`config.mk`:
```
export PLATFORM = sky130hd
export DESIGN_NAME = fft_frame_scheduler_flat
export DESIGN_NICKNAME = d
export VERILOG_FILES = /design/src/rtl/fft_frame_scheduler_pkg.sv /design/src/rtl/fft_frame_scheduler_if.sv /design/src/rtl/fft_frame_scheduler_frame_counter.sv /design/src/rtl/fft_frame_scheduler.sv /design/src/flat_wrapper.sv
export SDC_FILE = /design/constraint.sdc
export NUM_CORES = 1
export LEC_CHECK = 0
export CORE_MARGIN = 2
export CORE_UTILIZATION = 25
export CTS_CLUSTER_SIZE = 16
export DETAILED_ROUTE_END_ITERATION = 8
export GPL_ROUTABILITY_DRIVEN = 0
export SYNTH_ARGS = -nofsm -noshare
export SYNTH_HDL_FRONTEND = slang
export SYNTH_HIERARCHICAL = 1
export SYNTH_SLANG_ARGS = --single-unit
```
`constraint.sdc`:
```
create_clock -name clock -period 4.64 [get_ports clock]
set_input_delay 0.928 -clock clock [delete_from_list [all_inputs] [get_ports clock]]
set_output_delay 0.928 -clock clock [all_outputs]
set_load 0.02 [all_outputs]
```
`src/rtl/fft_frame_scheduler_pkg.sv`:
```
// Shared types and constants for the FFT frame scheduler: FSM encoding,
// grant side encoding and the round-robin grant helper.
package fft_sched_pkg;

    typedef enum logic [2:0] {
        ST_IDLE  = 3'd0,
        ST_GRANT = 3'd1,
        ST_LOAD  = 3'd2,
        ST_DRAIN = 3'd3,
        ST_DONE  = 3'd4
    } sched_state_e;

    localparam logic GRANT_FWD = 1'b0;
    localparam logic GRANT_INV = 1'b1;

    // With both sides requesting, the side that did not go last wins.
    function automatic logic rr_pick(input logic req_fwd, input logic req_inv,
                                     input logic last_grant);
        logic pick;
        if (req_fwd && req_inv) begin
            pick = ~last_grant;
        end else if (req_inv) begin
            pick = GRANT_INV;
        end else begin
            pick = GRANT_FWD;
        end
        return pick;
    endfunction

endpackage

```
`src/rtl/fft_frame_scheduler_if.sv`:
```
// Handshake bundle between the frame scheduler and the FFT/FIFO datapath.
// master = scheduler side, slave = datapath/control side.
interface fft_frame_scheduler_if;
    logic req_fwd;
    logic req_inv;
    logic src_empty_fwd;
    logic src_empty_inv;
    logic src_rdreq_fwd;
    logic src_rdreq_inv;
    logic sel_inv;
    logic fft_inverse;
    logic fft_sink_valid;
    logic fft_sink_sop;
    logic fft_sink_eop;
    logic fft_sink_ready;
    logic fft_source_valid;
    logic fft_source_eop;
    logic fft_source_ready;
    logic dst_full_fwd;
    logic dst_full_inv;
    logic dst_wrreq_fwd;
    logic dst_wrreq_inv;
    logic done_fwd;
    logic done_inv;
    logic busy;
    logic err;

    modport master (
        input  req_fwd, req_inv, src_empty_fwd, src_empty_inv, fft_sink_ready,
               fft_source_valid, fft_source_eop, dst_full_fwd, dst_full_inv,
        output src_rdreq_fwd, src_rdreq_inv, sel_inv, fft_inverse, fft_sink_valid,
               fft_sink_sop, fft_sink_eop, fft_source_ready, dst_wrreq_fwd,
               dst_wrreq_inv, done_fwd, done_inv, busy, err
    );

    modport slave (
        output req_fwd, req_inv, src_empty_fwd, src_empty_inv, fft_sink_ready,
               fft_source_valid, fft_source_eop, dst_full_fwd, dst_full_inv,
        input  src_rdreq_fwd, src_rdreq_inv, sel_inv, fft_inverse, fft_sink_valid,
               fft_sink_sop, fft_sink_eop, fft_source_ready, dst_wrreq_fwd,
               dst_wrreq_inv, done_fwd, done_inv, busy, err
    );
endinterface

```
`src/rtl/fft_frame_scheduler_frame_counter.sv`:
```
// Beat counter with enable, synchronous clear (clear wins) and a flag that is
// high while the count sits at its terminal value.
module frame_counter #(
    parameter int CNT_W = 6,
    parameter int TERM  = 63
) (
    input  logic             clock,
    input  logic             reset,
    input  logic             clr,
    input  logic             en,
    output logic [CNT_W-1:0] cnt,
    output logic             term
);
    localparam logic [CNT_W-1:0] TERM_C = CNT_W'(TERM);
    localparam logic [CNT_W-1:0] ONE_C  = CNT_W'(1);

    logic [CNT_W-1:0] cnt_r;

    // Count accepted beats; clear returns to zero at frame end.
    always_ff @(posedge clock or posedge reset) begin
        if (reset) begin
            cnt_r <= '0;
        end else if (clr) begin
            cnt_r <= '0;
        end else if (en) begin
            cnt_r <= cnt_r + ONE_C;
        end else begin
            cnt_r <= cnt_r;
        end
    end

    assign cnt  = cnt_r;
    assign term = (cnt_r == TERM_C);
endmodule

```
`src/rtl/fft_frame_scheduler.sv`:
```
// Time-shares one FFT core between the forward and inverse frame sources,
// one whole frame (load then drain) per grant, round-robin under contention.
module fft_frame_scheduler
    import fft_sched_pkg::*;
#(
    parameter int FRAME_LEN = 64,
    parameter int CNT_W     = 6
) (
    input logic                   clock,
    input logic                   reset,
    fft_frame_scheduler_if.master bus
);
    localparam logic [CNT_W-1:0] LAST_C = CNT_W'(FRAME_LEN - 1);

    sched_state_e     state_r, state_nxt_s;
    logic             sel_inv_r, sel_nxt_s;
    logic             last_grant_r;
    logic             err_r, done_fwd_r, done_inv_r, busy_r;
    logic [CNT_W-1:0] in_cnt_s, out_cnt_s;
    logic             in_term_s, out_term_s;
    logic             src_empty_sel_s, dst_full_sel_s;
    logic             sink_valid_s, in_acc_s, src_ready_s, out_acc_s;
    logic             out_last_s, len_err_s;

    // Handshake decode for the granted side; only live in LOAD / DRAIN.
    always_comb begin
        src_empty_sel_s = sel_inv_r ? bus.src_empty_inv : bus.src_empty_fwd;
        dst_full_sel_s  = sel_inv_r ? bus.dst_full_inv  : bus.dst_full_fwd;
        sink_valid_s    = (state_r == ST_LOAD)  && !src_empty_sel_s;
        in_acc_s        = sink_valid_s && bus.fft_sink_ready;
        src_ready_s     = (state_r == ST_DRAIN) && !dst_full_sel_s;
        out_acc_s       = bus.fft_source_valid && src_ready_s;
        out_last_s      = out_acc_s && (bus.fft_source_eop || out_term_s);
        // Early or late eop relative to the result count.
        len_err_s       = out_acc_s && (bus.fft_source_eop ^ (out_cnt_s == LAST_C));
    end

    // Next-state and grant selection.
    always_comb begin
        state_nxt_s = state_r;
        sel_nxt_s   = sel_inv_r;
        case (state_r)
            ST_IDLE: begin
                if (bus.req_fwd || bus.req_inv) begin
                    sel_nxt_s   = rr_pick(bus.req_fwd, bus.req_inv, last_grant_r);
                    state_nxt_s = ST_GRANT;
                end else begin
                    state_nxt_s = ST_IDLE;
                end
            end
            ST_GRANT: state_nxt_s = ST_LOAD;
            ST_LOAD: begin
                if (in_acc_s && in_term_s) begin
                    state_nxt_s = ST_DRAIN;
                end else begin
                    state_nxt_s = ST_LOAD;
                end
            end
            ST_DRAIN: begin
                if (out_last_s) begin
                    state_nxt_s = ST_DONE;
                end else begin
                    state_nxt_s = ST_DRAIN;
                end
            end
            ST_DONE: state_nxt_s = ST_IDLE;
            default: state_nxt_s = ST_IDLE;
        endcase
    end

    // State, grant bookkeeping and the registered status outputs.
    always_ff @(posedge clock or posedge reset) begin
        if (reset) begin
            state_r      <= ST_IDLE;
            sel_inv_r    <= GRANT_FWD;
            last_grant_r <= GRANT_INV;
            err_r        <= 1'b0;
            done_fwd_r   <= 1'b0;
            done_inv_r   <= 1'b0;
            busy_r       <= 1'b0;
        end else begin
            state_r      <= state_nxt_s;
            sel_inv_r    <= sel_nxt_s;
            last_grant_r <= (state_r == ST_DONE) ? sel_inv_r : last_grant_r;
            err_r        <= err_r || len_err_s;
            done_fwd_r   <= (state_nxt_s == ST_DONE) && (sel_inv_r == GRANT_FWD);
            done_inv_r   <= (state_nxt_s == ST_DONE) && (sel_inv_r == GRANT_INV);
            busy_r       <= (state_nxt_s != ST_IDLE);
        end
    end

    frame_counter #(.CNT_W(CNT_W), .TERM(FRAME_LEN - 1)) u_in_cnt (
        .clock (clock),
        .reset (reset),
        .clr   (in_acc_s && in_term_s),
        .en    (in_acc_s),
        .cnt   (in_cnt_s),
        .term  (in_term_s)
    );

    frame_counter #(.CNT_W(CNT_W), .TERM(FRAME_LEN - 1)) u_out_cnt (
        .clock (clock),
        .reset (reset),
        .clr   (out_last_s),
        .en    (out_acc_s),
        .cnt   (out_cnt_s),
        .term  (out_term_s)
    );

    assign bus.src_rdreq_fwd    = in_acc_s && (sel_inv_r == GRANT_FWD);
    assign bus.src_rdreq_inv    = in_acc_s && (sel_inv_r == GRANT_INV);
    assign bus.fft_sink_valid   = sink_valid_s;
    assign bus.fft_sink_sop     = sink_valid_s && (in_cnt_s == '0);
    assign bus.fft_sink_eop     = sink_valid_s && in_term_s;
    assign bus.fft_source_ready = src_ready_s;
    assign bus.dst_wrreq_fwd    = out_acc_s && (sel_inv_r == GRANT_FWD);
    assign bus.dst_wrreq_inv    = out_acc_s && (sel_inv_r == GRANT_INV);
    assign bus.sel_inv          = sel_inv_r;
    assign bus.fft_inverse      = sel_inv_r;
    assign bus.done_fwd         = done_fwd_r;
    assign bus.done_inv         = done_inv_r;
    assign bus.busy             = busy_r;
    assign bus.err              = err_r;
endmodule

```
`src/flat_wrapper.sv`:
```
// flat-port wrapper written by rule: the top's interface ports become plain ports
module fft_frame_scheduler_flat import fft_sched_pkg::*;
#(
    parameter int FRAME_LEN = 64,
    parameter int CNT_W     = 6
)
  (clock, reset, bus_req_fwd, bus_req_inv, bus_src_empty_fwd, bus_src_empty_inv, bus_fft_sink_ready, bus_fft_source_valid, bus_fft_source_eop, bus_dst_full_fwd, bus_dst_full_inv, bus_src_rdreq_fwd, bus_src_rdreq_inv, bus_sel_inv, bus_fft_inverse, bus_fft_sink_valid, bus_fft_sink_sop, bus_fft_sink_eop, bus_fft_source_ready, bus_dst_wrreq_fwd, bus_dst_wrreq_inv, bus_done_fwd, bus_done_inv, bus_busy, bus_err);
  fft_frame_scheduler_if bus_i ();
  input logic clock;
  input logic reset;
  input wire logic [$bits(bus_i.req_fwd)-1:0] bus_req_fwd;
  input wire logic [$bits(bus_i.req_inv)-1:0] bus_req_inv;
  input wire logic [$bits(bus_i.src_empty_fwd)-1:0] bus_src_empty_fwd;
  input wire logic [$bits(bus_i.src_empty_inv)-1:0] bus_src_empty_inv;
  input wire logic [$bits(bus_i.fft_sink_ready)-1:0] bus_fft_sink_ready;
  input wire logic [$bits(bus_i.fft_source_valid)-1:0] bus_fft_source_valid;
  input wire logic [$bits(bus_i.fft_source_eop)-1:0] bus_fft_source_eop;
  input wire logic [$bits(bus_i.dst_full_fwd)-1:0] bus_dst_full_fwd;
  input wire logic [$bits(bus_i.dst_full_inv)-1:0] bus_dst_full_inv;
  output wire logic [$bits(bus_i.src_rdreq_fwd)-1:0] bus_src_rdreq_fwd;
  output wire logic [$bits(bus_i.src_rdreq_inv)-1:0] bus_src_rdreq_inv;
  output wire logic [$bits(bus_i.sel_inv)-1:0] bus_sel_inv;
  output wire logic [$bits(bus_i.fft_inverse)-1:0] bus_fft_inverse;
  output wire logic [$bits(bus_i.fft_sink_valid)-1:0] bus_fft_sink_valid;
  output wire logic [$bits(bus_i.fft_sink_sop)-1:0] bus_fft_sink_sop;
  output wire logic [$bits(bus_i.fft_sink_eop)-1:0] bus_fft_sink_eop;
  output wire logic [$bits(bus_i.fft_source_ready)-1:0] bus_fft_source_ready;
  output wire logic [$bits(bus_i.dst_wrreq_fwd)-1:0] bus_dst_wrreq_fwd;
  output wire logic [$bits(bus_i.dst_wrreq_inv)-1:0] bus_dst_wrreq_inv;
  output wire logic [$bits(bus_i.done_fwd)-1:0] bus_done_fwd;
  output wire logic [$bits(bus_i.done_inv)-1:0] bus_done_inv;
  output wire logic [$bits(bus_i.busy)-1:0] bus_busy;
  output wire logic [$bits(bus_i.err)-1:0] bus_err;
  assign bus_i.req_fwd = bus_req_fwd;
  assign bus_i.req_inv = bus_req_inv;
  assign bus_i.src_empty_fwd = bus_src_empty_fwd;
  assign bus_i.src_empty_inv = bus_src_empty_inv;
  assign bus_i.fft_sink_ready = bus_fft_sink_ready;
  assign bus_i.fft_source_valid = bus_fft_source_valid;
  assign bus_i.fft_source_eop = bus_fft_source_eop;
  assign bus_i.dst_full_fwd = bus_dst_full_fwd;
  assign bus_i.dst_full_inv = bus_dst_full_inv;
  assign bus_src_rdreq_fwd = bus_i.src_rdreq_fwd;
  assign bus_src_rdreq_inv = bus_i.src_rdreq_inv;
  assign bus_sel_inv = bus_i.sel_inv;
  assign bus_fft_inverse = bus_i.fft_inverse;
  assign bus_fft_sink_valid = bus_i.fft_sink_valid;
  assign bus_fft_sink_sop = bus_i.fft_sink_sop;
  assign bus_fft_sink_eop = bus_i.fft_sink_eop;
  assign bus_fft_source_ready = bus_i.fft_source_ready;
  assign bus_dst_wrreq_fwd = bus_i.dst_wrreq_fwd;
  assign bus_dst_wrreq_inv = bus_i.dst_wrreq_inv;
  assign bus_done_fwd = bus_i.done_fwd;
  assign bus_done_inv = bus_i.done_inv;
  assign bus_busy = bus_i.busy;
  assign bus_err = bus_i.err;
  fft_frame_scheduler #(.FRAME_LEN(FRAME_LEN), .CNT_W(CNT_W)) u_core (.clock(clock), .reset(reset), .bus(bus_i));
endmodule
```
==> run_results.csv, run 1 <==
group,metric,value,unit
clock_tree,clockBufferDepth,2,
logic_synthesis,synth-seq-cells,21,
floorplan,die_w,70.6,um
floorplan,start_util,25.6,%
sta,clock.fmax,268,MHz
power,power_density,484,nW/um^2
global_route,grt_first_pass_wirelength,3.97,mm
sta,drv_slew,0,
global_route,grt_pass1_vias,909,
global_route,gr-total-overflow,0,
sta,finalHoldViolCount,0,
final_layout,fill_cells,438,
critical_path,worstPathMaxFanout,7,
worst_hold_path,hp-class,"reg2reg",
floorplan,core_area,4320,sq um
sta,final-setup-viol-count,0,
clock_tree,insertion_delay,0.25,ns
power,leakage,0.620,nW
final_layout,multi_input_area,541,sq um
power,p_total,0.000697,W
detailed_routing,first_pass_iters,4,
final_layout,layout_commonest_cell,"clkdlybuf4s50_1",
logic_synthesis,synthDistinctLibCells,33,
final_layout,final_layout_size_suffix_gt1_share,11.1,%
clock_tree,ctsHoldBuffers,0,
detailed_routing,vias_per_cell,4.64,
sta,rsz0062_at_grt,"false",
critical_path,critPathLaunchType,"input port",
detailed_routing,drt-total-wl,2.25,mm
clock_tree,htree_levels,1,
clock_tree,cts_resized,0,
critical_path,crit_path_end_kind,"output pin",
global_route,grt_antenna_before_repair,0,
logic_synthesis,syn_avg_cell_area,10.2,sq um
clock_tree,cts-root-buf,"clkbuf_8",
sta,finalCritPeriodShare,80.3,%
run_status,status,"complete, no violations",
clock_tree,numCtsBuffers,3,
job,max_cap_viol_count,0,
sta,min_period,3.73,ns
floorplan,die_h,70.6,um
final_layout,areaGrowthSynthToFinish,29.9,%
floorplan,die_area,4980,sq um
logic_synthesis,netlist_instances,109,
critical_path,cp.arrival,2.80,ns
power,ir_drop,0.000156,V
sta,fin_skew,0.00122,ns
sta,timing.slew.headroom,58.1,%
final_layout,antennaDiodeCount,0,
clock_tree,cts_setup_buffers,0,
floorplan,rows,24,
final_layout,seq_area,527,sq um
detailed_routing,post-route-drc-count,0,
logic_synthesis,netlist_area,1110,sq um
clock_tree,cts_tree,"built",
detailed_routing,post_drt_wl_per_cell,12.0,um
sta,tightest_slew,0.622,ns
detailed_routing,detail_route.iter0.violations,32,
global_route,grt_max_degree,13,
logic_synthesis,yosysSeqAreaShare,47.5,%
detailed_routing,vias,868,
placed_design,dpl.hpwl,1.82,mm
logic_synthesis,syn_nets,122,
detailed_routing,antenna_left,0,
final_layout,fin_nets,149,
clock_tree,path_clk_slew,0.07,ns
final_layout,final_cell_mix,"clkdlybuf4s50_1 (24), dfrtp_1 (20), nor2_1 (16)",
clock_tree,cts_sinks,21,
global_route,grt_usage,9.74,%
critical_path,required,3.71,ns
logic_synthesis,yosysWarnings,6,
sta,finalSetupTns,0,ns
critical_path,crit_type,"in2out",
placed_design,portBuffers,24,
floorplan,ios,25,
==> registers in the layout, indices dropped and copies added (netlist names) <==
name                    cells
u_core/u_in_cnt/cnt         6
u_core/bus.busy             1
u_core/bus.done_fwd         1
u_core/last_grant_r         1
u_core/bus.err              1
u_core/bus.fft_inverse      1
u_core/u_out_cnt/cnt        6
u_core/state_r              3
u_core/bus.done_inv         1
==> power breakdown <==
part           switching, W  total (W)  leakage [nW]  internal (W)
logic              0.000141   0.000274         0.332      0.000133
clock network     0.0000527   0.000114        0.0228     0.0000609
registers         0.0000701   0.000309         0.265      0.000239
total              0.000263   0.000697         0.620      0.000434
==> critical path, stage by stage <==
cell,delay (ns)
clkdlybuf4s50_1,0.44
mux2_4,0.33
nor3_4,0.30
and2_2,0.21
clkdlybuf4s50_1,0.59
==> stage by stage <==
stage	setup slack (ns)	cells	util, %	area (sq um)	hold WS, ns
after floorplan	1.96	109	-	1110	0.474
after global placement	0.932	183	32.3	1400	0.518
after detailed placement	0.889	183	32.3	1400	0.504
after CTS	0.879	187	33.3	1440	0.518
after global routing	0.828	187	33.3	1440	0.538
final	0.915	187	33.3	1440	0.519
==> logic make-up after synthesis <==
group                      Yosys count  share of synthesized area (%)
muxes                                5                           5.08
adders and majority gates            2                           2.26
xor gates and xnor gates             8                           6.32
AOI/OAI and AO/OA                   13                           7.45
buffers and inverters                8                           3.72
and+or+nand+nor                     52                           27.7
DFF                                 21                           47.5
==> final timing paths <==
kind / start / end / slack, ns / cells after the start
max in group asynchronous: reset / u_core/last_grant_r$_DFFE_PP1N_ / 3.31 / 2
worst max-delay path: bus_dst_full_fwd / bus_dst_wrreq_inv / 0.91 / 5
worst max register to register: u_core/bus.fft_inverse$_DFFE_PP0P_ / u_core/u_out_cnt/cnt[5]$_DFFE_PP0P_ / 2.56 / 5
min in group asynchronous: reset / u_core/u_out_cnt/cnt[1]$_DFFE_PP0P_ / 0.94 / 2
worst min register to register: u_core/state_r[2]$_DFF_PP0_ / u_core/bus.busy$_DFF_PP0_ / 0.52 / 1
worst min-delay path: u_core/state_r[2]$_DFF_PP0_ / u_core/bus.busy$_DFF_PP0_ / 0.52 / 1
==> cell usage after synthesis <==
cell | number | area [sq um]
dfrtp_1 | 20 | 500
nor2_1 | 16 | 60.1
inv_1 | 6 | 22.5
nand2_1 | 6 | 22.5
xor2_1 | 6 | 52.6
o21ai_0 | 5 | 25.0
a21oi_1 | 4 | 20.0
nand4_1 | 4 | 25.0
and3_1 | 3 | 18.8
mux2i_1 | 3 | 30.0
nand3_1 | 3 | 15.0
nor3_1 | 3 | 15.0
nor4_1 | 3 | 18.8
and2_1 | 2 | 12.5
and2_2 | 2 | 15.0
ha_1 | 2 | 25.0
nand4_2 | 2 | 25.0
nor3_4 | 2 | 32.5
or3_1 | 2 | 12.5
xnor2_1 | 2 | 17.5
a2bb2oi_2 | 1 | 15.0
a31oi_1 | 1 | 6.26
and2b_2 | 1 | 8.76
buf_4 | 1 | 7.51
buf_6 | 1 | 11.3
dfstp_2 | 1 | 26.3
mux2_2 | 1 | 11.3
mux2_4 | 1 | 15.0
nand2b_1 | 1 | 6.26
nand3b_2 | 1 | 11.3
nor3b_1 | 1 | 7.51
o21bai_1 | 1 | 7.51
o31a_1 | 1 | 8.76
==> metal layers <==
metal / vias to the layer above / GRT usage [%] / routed length [um]
met5: - / 0 / 0
met4: 0 / 2.52 / 0
met3: 0 / 1.71 / 125
met2: 26 / 17.5 / 1140
met1: 413 / 12.1 / 989
li1: 429 / - / -
==> final cells by class <==
| type | count | area share (%) |
|---|---|---|
| Clock buffer | 4 | 3.13 |
| Inverter | 6 | 1.56 |
| Multi-Input combinational cell | 80 | 37.5 |
| Timing Repair Buffer | 24 | 16.7 |
| Tap cell | 52 | 4.52 |
| Sequential cell | 21 | 36.6 |
Power figures use the tool's default switching activity.
==> inputs of run 2 (changes only) <==
==> constraint.sdc (replaced) <==
create_clock -name clock -period 3.3 [get_ports clock]
set_input_delay 0.66 -clock clock [delete_from_list [all_inputs] [get_ports clock]]
set_output_delay 0.66 -clock clock [all_outputs]
set_load 0.02 [all_outputs]
==> run_results.csv, run 2 (synthesis gave the netlist of run 1 again) <==
group,metric,value,unit
run_status,status,"complete, no violations",
power,seqPwrFrac,43.8,%
power,cellInternalPower,0.000613,W
sta,timing.slew.headroom,57.0,%
critical_path,cp-endpoint,"bus_dst_wrreq_inv",
sta,fin_skew,0.00362,ns
job,max_cap_viol_count,0,
worst_hold_path,hp-class,"reg2reg",
power,share_comb_of_total_power,39.4,%
final_layout,final_layout_size_suffix_gt1_share,13.1,%
critical_path,slowest_delay,0.60,ns
final_layout,layout_commonest_cell,"clkdlybuf4s50_1",
sta,finalSetupTns,0,ns
final_layout,final_cell_mix,"clkdlybuf4s50_1 (24), dfrtp_1 (20), nor2_1 (16)",
detailed_routing,post_drt_wl_per_cell,12.7,um
detailed_routing,vias,873,
sta,final-setup-viol-count,0,
floorplan,start_util,25.6,%
clock_tree,cts_sinks,21,
power,p_sw_share,38.5,%
floorplan,die_w,70.6,um
sta,whs,0.524,ns
global_route,gr-total-overflow,0,
critical_path,critPathLaunchType,"input port",
global_route,grt_usage,10.6,%
clock_tree,htree_levels,1,
critical_path,worst_r2r_path_depth,6,
global_route,grt_max_degree,13,
final_layout,fin_nets,151,
power,power_density,684,nW/um^2
placed_design,dpl.hpwl,1.91,mm
critical_path,critPathSlowestCell,"clkdlybuf4s50_1",
critical_path,worstPathMaxFanout,5,
sta,fin_ws,0.309,ns
detailed_routing,first_pass_iters,4,
final_layout,areaGrowthSynthToFinish,31.4,%
power,p_sw,0.000383,W
detailed_routing,post-route-drc-count,0,
final_layout,utilization,33.7,%
critical_path,r2r_end,"u_core/u_in_cnt/cnt[5]$_DFFE_PP0P_",
critical_path,worst-r2r-setup-slack,1.23,ns
detailed_routing,drt-total-wl,2.40,mm
floorplan,core_area,4320,sq um
detailed_routing,antenna_left,0,
critical_path,crit_type,"in2out",
sta,finalCritPeriodShare,90.6,%
clock_tree,cts-root-buf,"clkbuf_8",
global_route,grt_antenna_before_repair,0,
final_layout,antennaDiodeCount,0,
detailed_routing,detail_route.iter0.violations,32,
floorplan,die_h,70.6,um
critical_path,crit_path_end_kind,"output pin",
critical_path,required,2.64,ns
power,p_clk_share,16.8,%
critical_path,cp_common_cell,"clkdlybuf4s50_1",
clock_tree,cts_resized,0,
worst_hold_path,hp-start,"u_core/state_r[2]$_DFF_PP0_",
placed_design,portBuffers,24,
critical_path,cp.arrival,2.33,ns
clock_tree,cts_tree,"built",
clock_tree,clockBufferDepth,2,
floorplan,ios,25,
detailed_routing,vias_per_cell,4.62,
sta,drv_slew,0,
final_layout,fill_cells,452,
sta,min_period,2.99,ns
worst_hold_path,hold_depth,1,
clock_tree,ctsHoldBuffers,0,
power,leakage,0.633,nW
placed_design,place_ws,0.301,ns
power,ir_drop,0.000299,V
clock_tree,numCtsBuffers,3,
sta,finalHoldViolCount,0,
critical_path,cp-startpoint,"bus_dst_full_fwd",
global_route,grt_pass1_vias,975,
sta,rsz0062_at_grt,"false",
critical_path,r2r_start,"u_core/bus.fft_inverse$_DFFE_PP0P_",
sta,tightest_slew,0.638,ns
floorplan,rows,24,
clock_tree,cts_setup_buffers,0,
global_route,grt_first_pass_wirelength,4.34,mm
clock_tree,path_clk_slew,0.08,ns
floorplan,die_area,4980,sq um
sta,clock.fmax,334,MHz
critical_path,crit_chain,"clkdlybuf4s50_1 -> mux2_4 -> nor3_4 -> and2_2 -> clkdlybuf4s50_1",
power,p_total,0.000997,W
clock_tree,insertion_delay,0.26,ns
## run 2: cell types whose count changed in the layout (fill, tap and decap cells not counted), sizes merged
| cell | before | now |
|---|---|---|
| clkinv | 0 | 1 |
| clkbuf | 4 | 3 |
| buf | 0 | 2 |
## run 2: cell type report
type	instances	area, sq um	area share, %
multi-input combinational	80	541	37.1
sequential	21	527	36.2
timing repair buffer	26	255	17.5
tap	52	65.1	4.47
clock buffer	3	41.3	2.84
inverter	6	22.5	1.55
clock inverter	1	5.00	0.344
## run 2: how the worst min path moves through the flow
stage                                               to  slack [ns]
floorplan           u_core/u_in_cnt/cnt[0]$_DFFE_PP0P_        0.45
global placement             u_core/bus.busy$_DFF_PP0_        0.52
detailed placement           u_core/bus.busy$_DFF_PP0_        0.52
CTS                          u_core/bus.busy$_DFF_PP0_        0.53
global route                 u_core/bus.busy$_DFF_PP0_        0.56
finish                       u_core/bus.busy$_DFF_PP0_        0.52
## run 2: per-layer routing
metal  global-route usage (%)  vias up  wire length (um)
met1                     12.9      415              1080
met5                        0        -                 0
li1                         -      432                 -
met3                     1.57        2               100
met2                     19.8       24              1210
met4                     2.52        0                10
## run 2: critical path: cells and delay by family
kind	cells	cell delay, ns
buf+inv	2	1.05
simple gates	2	0.29
mux	1	0.33
## run 2: stage by stage
| step | cells | instance area [sq um] |
|---|---|---|
| after floorplan | 109 | 1110 |
| after global placement | 185 | 1410 |
| after detailed placement | 185 | 1410 |
| after CTS | 189 | 1460 |
| after global routing | 189 | 1460 |
| final | 189 | 1460 |
## run 2: power by group through the flow
| stage | sequential (W) | combinational, W | clock, W |
|---|---|---|---|
| CTS | 0.000437 | 0.000400 | 0.000174 |
| floorplan | 0.000423 | 0.000278 | 0 |
| detailed placement | 0.000442 | 0.000398 | 0 |
| global placement | 0.000436 | 0.000381 | 0 |
| finish | 0.000437 | 0.000393 | 0.000167 |
| global route | 0.000457 | 0.000442 | 0.000186 |
==> inputs of run 3 (changes only) <==
--- a/config.mk
+++ b/config.mk
@@ -5,11 +5,14 @@
 export SDC_FILE = /design/constraint.sdc
 export NUM_CORES = 1
 export LEC_CHECK = 0
+export CELL_PAD_IN_SITES_DETAIL_PLACEMENT = 0
+export CELL_PAD_IN_SITES_GLOBAL_PLACEMENT = 1
 export CORE_MARGIN = 2
 export CORE_UTILIZATION = 25
 export CTS_CLUSTER_SIZE = 16
 export DETAILED_ROUTE_END_ITERATION = 8
 export GPL_ROUTABILITY_DRIVEN = 0
+export PLACE_DENSITY_LB_ADDON = 0.1
 export SYNTH_ARGS = -nofsm -noshare
 export SYNTH_HDL_FRONTEND = slang
 export SYNTH_HIERARCHICAL = 1
==> run_results.csv, run 3 (synthesis gave the netlist of run 1 again) <==
group,metric,value,unit
power,seqPwrFrac,44.1,%
final_layout,fin_cells,189,
sta,drv_slew,0,
power,leakage,0.631,nW
sta,clock.fmax,334,MHz
final_layout,layout_commonest_cell,"clkdlybuf4s50_1",
detailed_routing,first_pass_iters,4,
global_route,grt_pass1_vias,838,
global_route,grt_max_degree,13,
critical_path,worst-r2r-setup-slack,1.21,ns
final_layout,final_cell_mix,"clkdlybuf4s50_1 (24), dfrtp_1 (20), nor2_1 (16)",
placed_design,portBuffers,24,
sta,fin_skew,0.000815,ns
floorplan,rows,24,
sta,min_period,2.99,ns
placed_design,dpl.hpwl,1.86,mm
detailed_routing,post-route-drc-count,0,
power,p_sw_share,38.1,%
clock_tree,htree_levels,1,
critical_path,critPathLaunchType,"input port",
final_layout,fill_cells,463,
clock_tree,insertion_delay,0.25,ns
critical_path,crit_chain,"clkdlybuf4s50_1 -> mux2_4 -> nor3_4 -> and2_2 -> clkdlybuf4s50_1",
sta,final-setup-viol-count,0,
global_route,grt_use_met1,13.3,%
critical_path,r2r_start,"u_core/bus.fft_inverse$_DFFE_PP0P_",
detailed_routing,vias_per_cell,4.62,
power,cellInternalPower,0.000616,W
critical_path,slowest_delay,0.59,ns
clock_tree,numCtsBuffers,3,
sta,finalCritPeriodShare,90.7,%
placed_design,dpl_cell_area,1410,sq um
clock_tree,cts_tree,"built",
critical_path,cp_common_cell,"clkdlybuf4s50_1",
job,max_cap_viol_count,0,
sta,finalSetupTns,0,ns
clock_tree,cts_sinks,21,
floorplan,die_h,70.6,um
critical_path,worstPathMaxFanout,5,
global_route,busiest_layer,"met2",
power,p_clk_share,16.6,%
critical_path,cp-endpoint,"bus_dst_wrreq_inv",
detailed_routing,drt-total-wl,2.44,mm
worst_hold_path,hp-start,"u_core/state_r[2]$_DFF_PP0_",
critical_path,worst_r2r_path_depth,6,
global_route,grt_usage,10.4,%
clock_tree,clockBufferDepth,2,
floorplan,ios,25,
final_layout,final_layout_size_suffix_gt1_share,12.4,%
global_route,grt_first_pass_wirelength,4.08,mm
clock_tree,cts_resized,0,
power,power_density,684,nW/um^2
power,p_sw,0.000379,W
placed_design,dp_cells,185,
critical_path,critical_path_buf_inv_count,2,
floorplan,core_area,4320,sq um
global_route,grt_antenna_before_repair,0,
final_layout,areaGrowthSynthToFinish,31.3,%
critical_path,crit_path_end_kind,"output pin",
critical_path,cp.arrival,2.33,ns
critical_path,cp.depth,5,
critical_path,critPathSlowestCell,"clkdlybuf4s50_1",
final_layout,fin_nets,151,
sta,fin_ws,0.305,ns
clock_tree,cts_setup_buffers,0,
floorplan,die_area,4980,sq um
final_layout,design_area,1460,sq um
final_layout,antennaDiodeCount,0,
detailed_routing,detail_route.iter0.violations,28,
sta,whs,0.512,ns
critical_path,cpLargestDelayFamily,"buffers and inverters",
detailed_routing,post_drt_wl_per_cell,12.9,um
detailed_routing,antenna_left,0,
floorplan,start_util,25.6,%
global_route,use_met3,4.27,%
global_route,gr-total-overflow,0,
power,ir_drop,0.000243,V
clock_tree,path_clk_slew,0.07,ns
critical_path,cp-startpoint,"bus_dst_full_fwd",
worst_hold_path,hp-class,"reg2reg",
sta,finalHoldViolCount,0,
clock_tree,ctsHoldBuffers,0,
sta,tightest_slew,0.638,ns
floorplan,die_w,70.6,um
power,share_comb_of_total_power,39.3,%
detailed_routing,vias,874,
placed_design,place_ws,0.308,ns
clock_tree,cts-root-buf,"clkbuf_8",
sta,timing.slew.headroom,57.0,%
global_route,grt_use_met2,16.2,%
critical_path,required,2.64,ns
sta,rsz0062_at_grt,"false",
critical_path,crit_type,"in2out",
critical_path,r2r_end,"u_core/u_out_cnt/cnt[5]$_DFFE_PP0P_",
run_status,status,"complete, no violations",
-- run 3: changes by cell type in the layout (fill, tap and decap cells not counted) --
cell      before  now
clkbuf_1       0    1
clkinv_2       1    0
-- run 3: metal layers --
layer | part of all wire, % | wire, um | vias up
met5 | 0 | 0 | -
met4 | 0.70 | 17 | 0
met3 | 6.4 | 155 | 2
met2 | 47 | 1130 | 22
met1 | 46 | 1130 | 417
li1 | - | - | 433
-- run 3: cell type report --
type                    instances  area, sq um  area share, %
inverters                       6         22.5           1.55
clock buffers                   4         45.0           3.10
repair buffers                 26          255           17.5
well taps                      52         65.1           4.47
multi-input cells              80          541           37.1
flip-flops and latches         21          527           36.2
-- run 3: power by group through the flow --
stage                     Clock, W  Combinational, W  Sequential [W]
after floorplan                  0          0.000278        0.000423
after global placement           0          0.000387        0.000443
after detailed placement         0          0.000396        0.000445
after CTS                 0.000176          0.000399        0.000440
after global routing      0.000190          0.000433        0.000454
final                     0.000165          0.000391        0.000439
-- run 3: through the flow --
stage                     utilization (%)  power [W]
final                                33.7   0.000995
after global routing                 33.7    0.00108
after CTS                            33.7    0.00102
after detailed placement             32.6   0.000842
after global placement               32.6   0.000830
after floorplan                         -   0.000701
-- run 3: how the worst min path moves through the flow --
stage / end / slack, ns / cells past startpoint
6_report: u_core/bus.busy$_DFF_PP0_ / 0.51 / 1
5_1_grt: u_core/bus.busy$_DFF_PP0_ / 0.55 / 1
4_1_cts: u_core/bus.busy$_DFF_PP0_ / 0.52 / 1
3_5_place_dp: u_core/bus.busy$_DFF_PP0_ / 0.50 / 1
3_3_place_gp: u_core/bus.busy$_DFF_PP0_ / 0.52 / 1
2_1_floorplan: u_core/u_in_cnt/cnt[0]$_DFFE_PP0P_ / 0.45 / 1
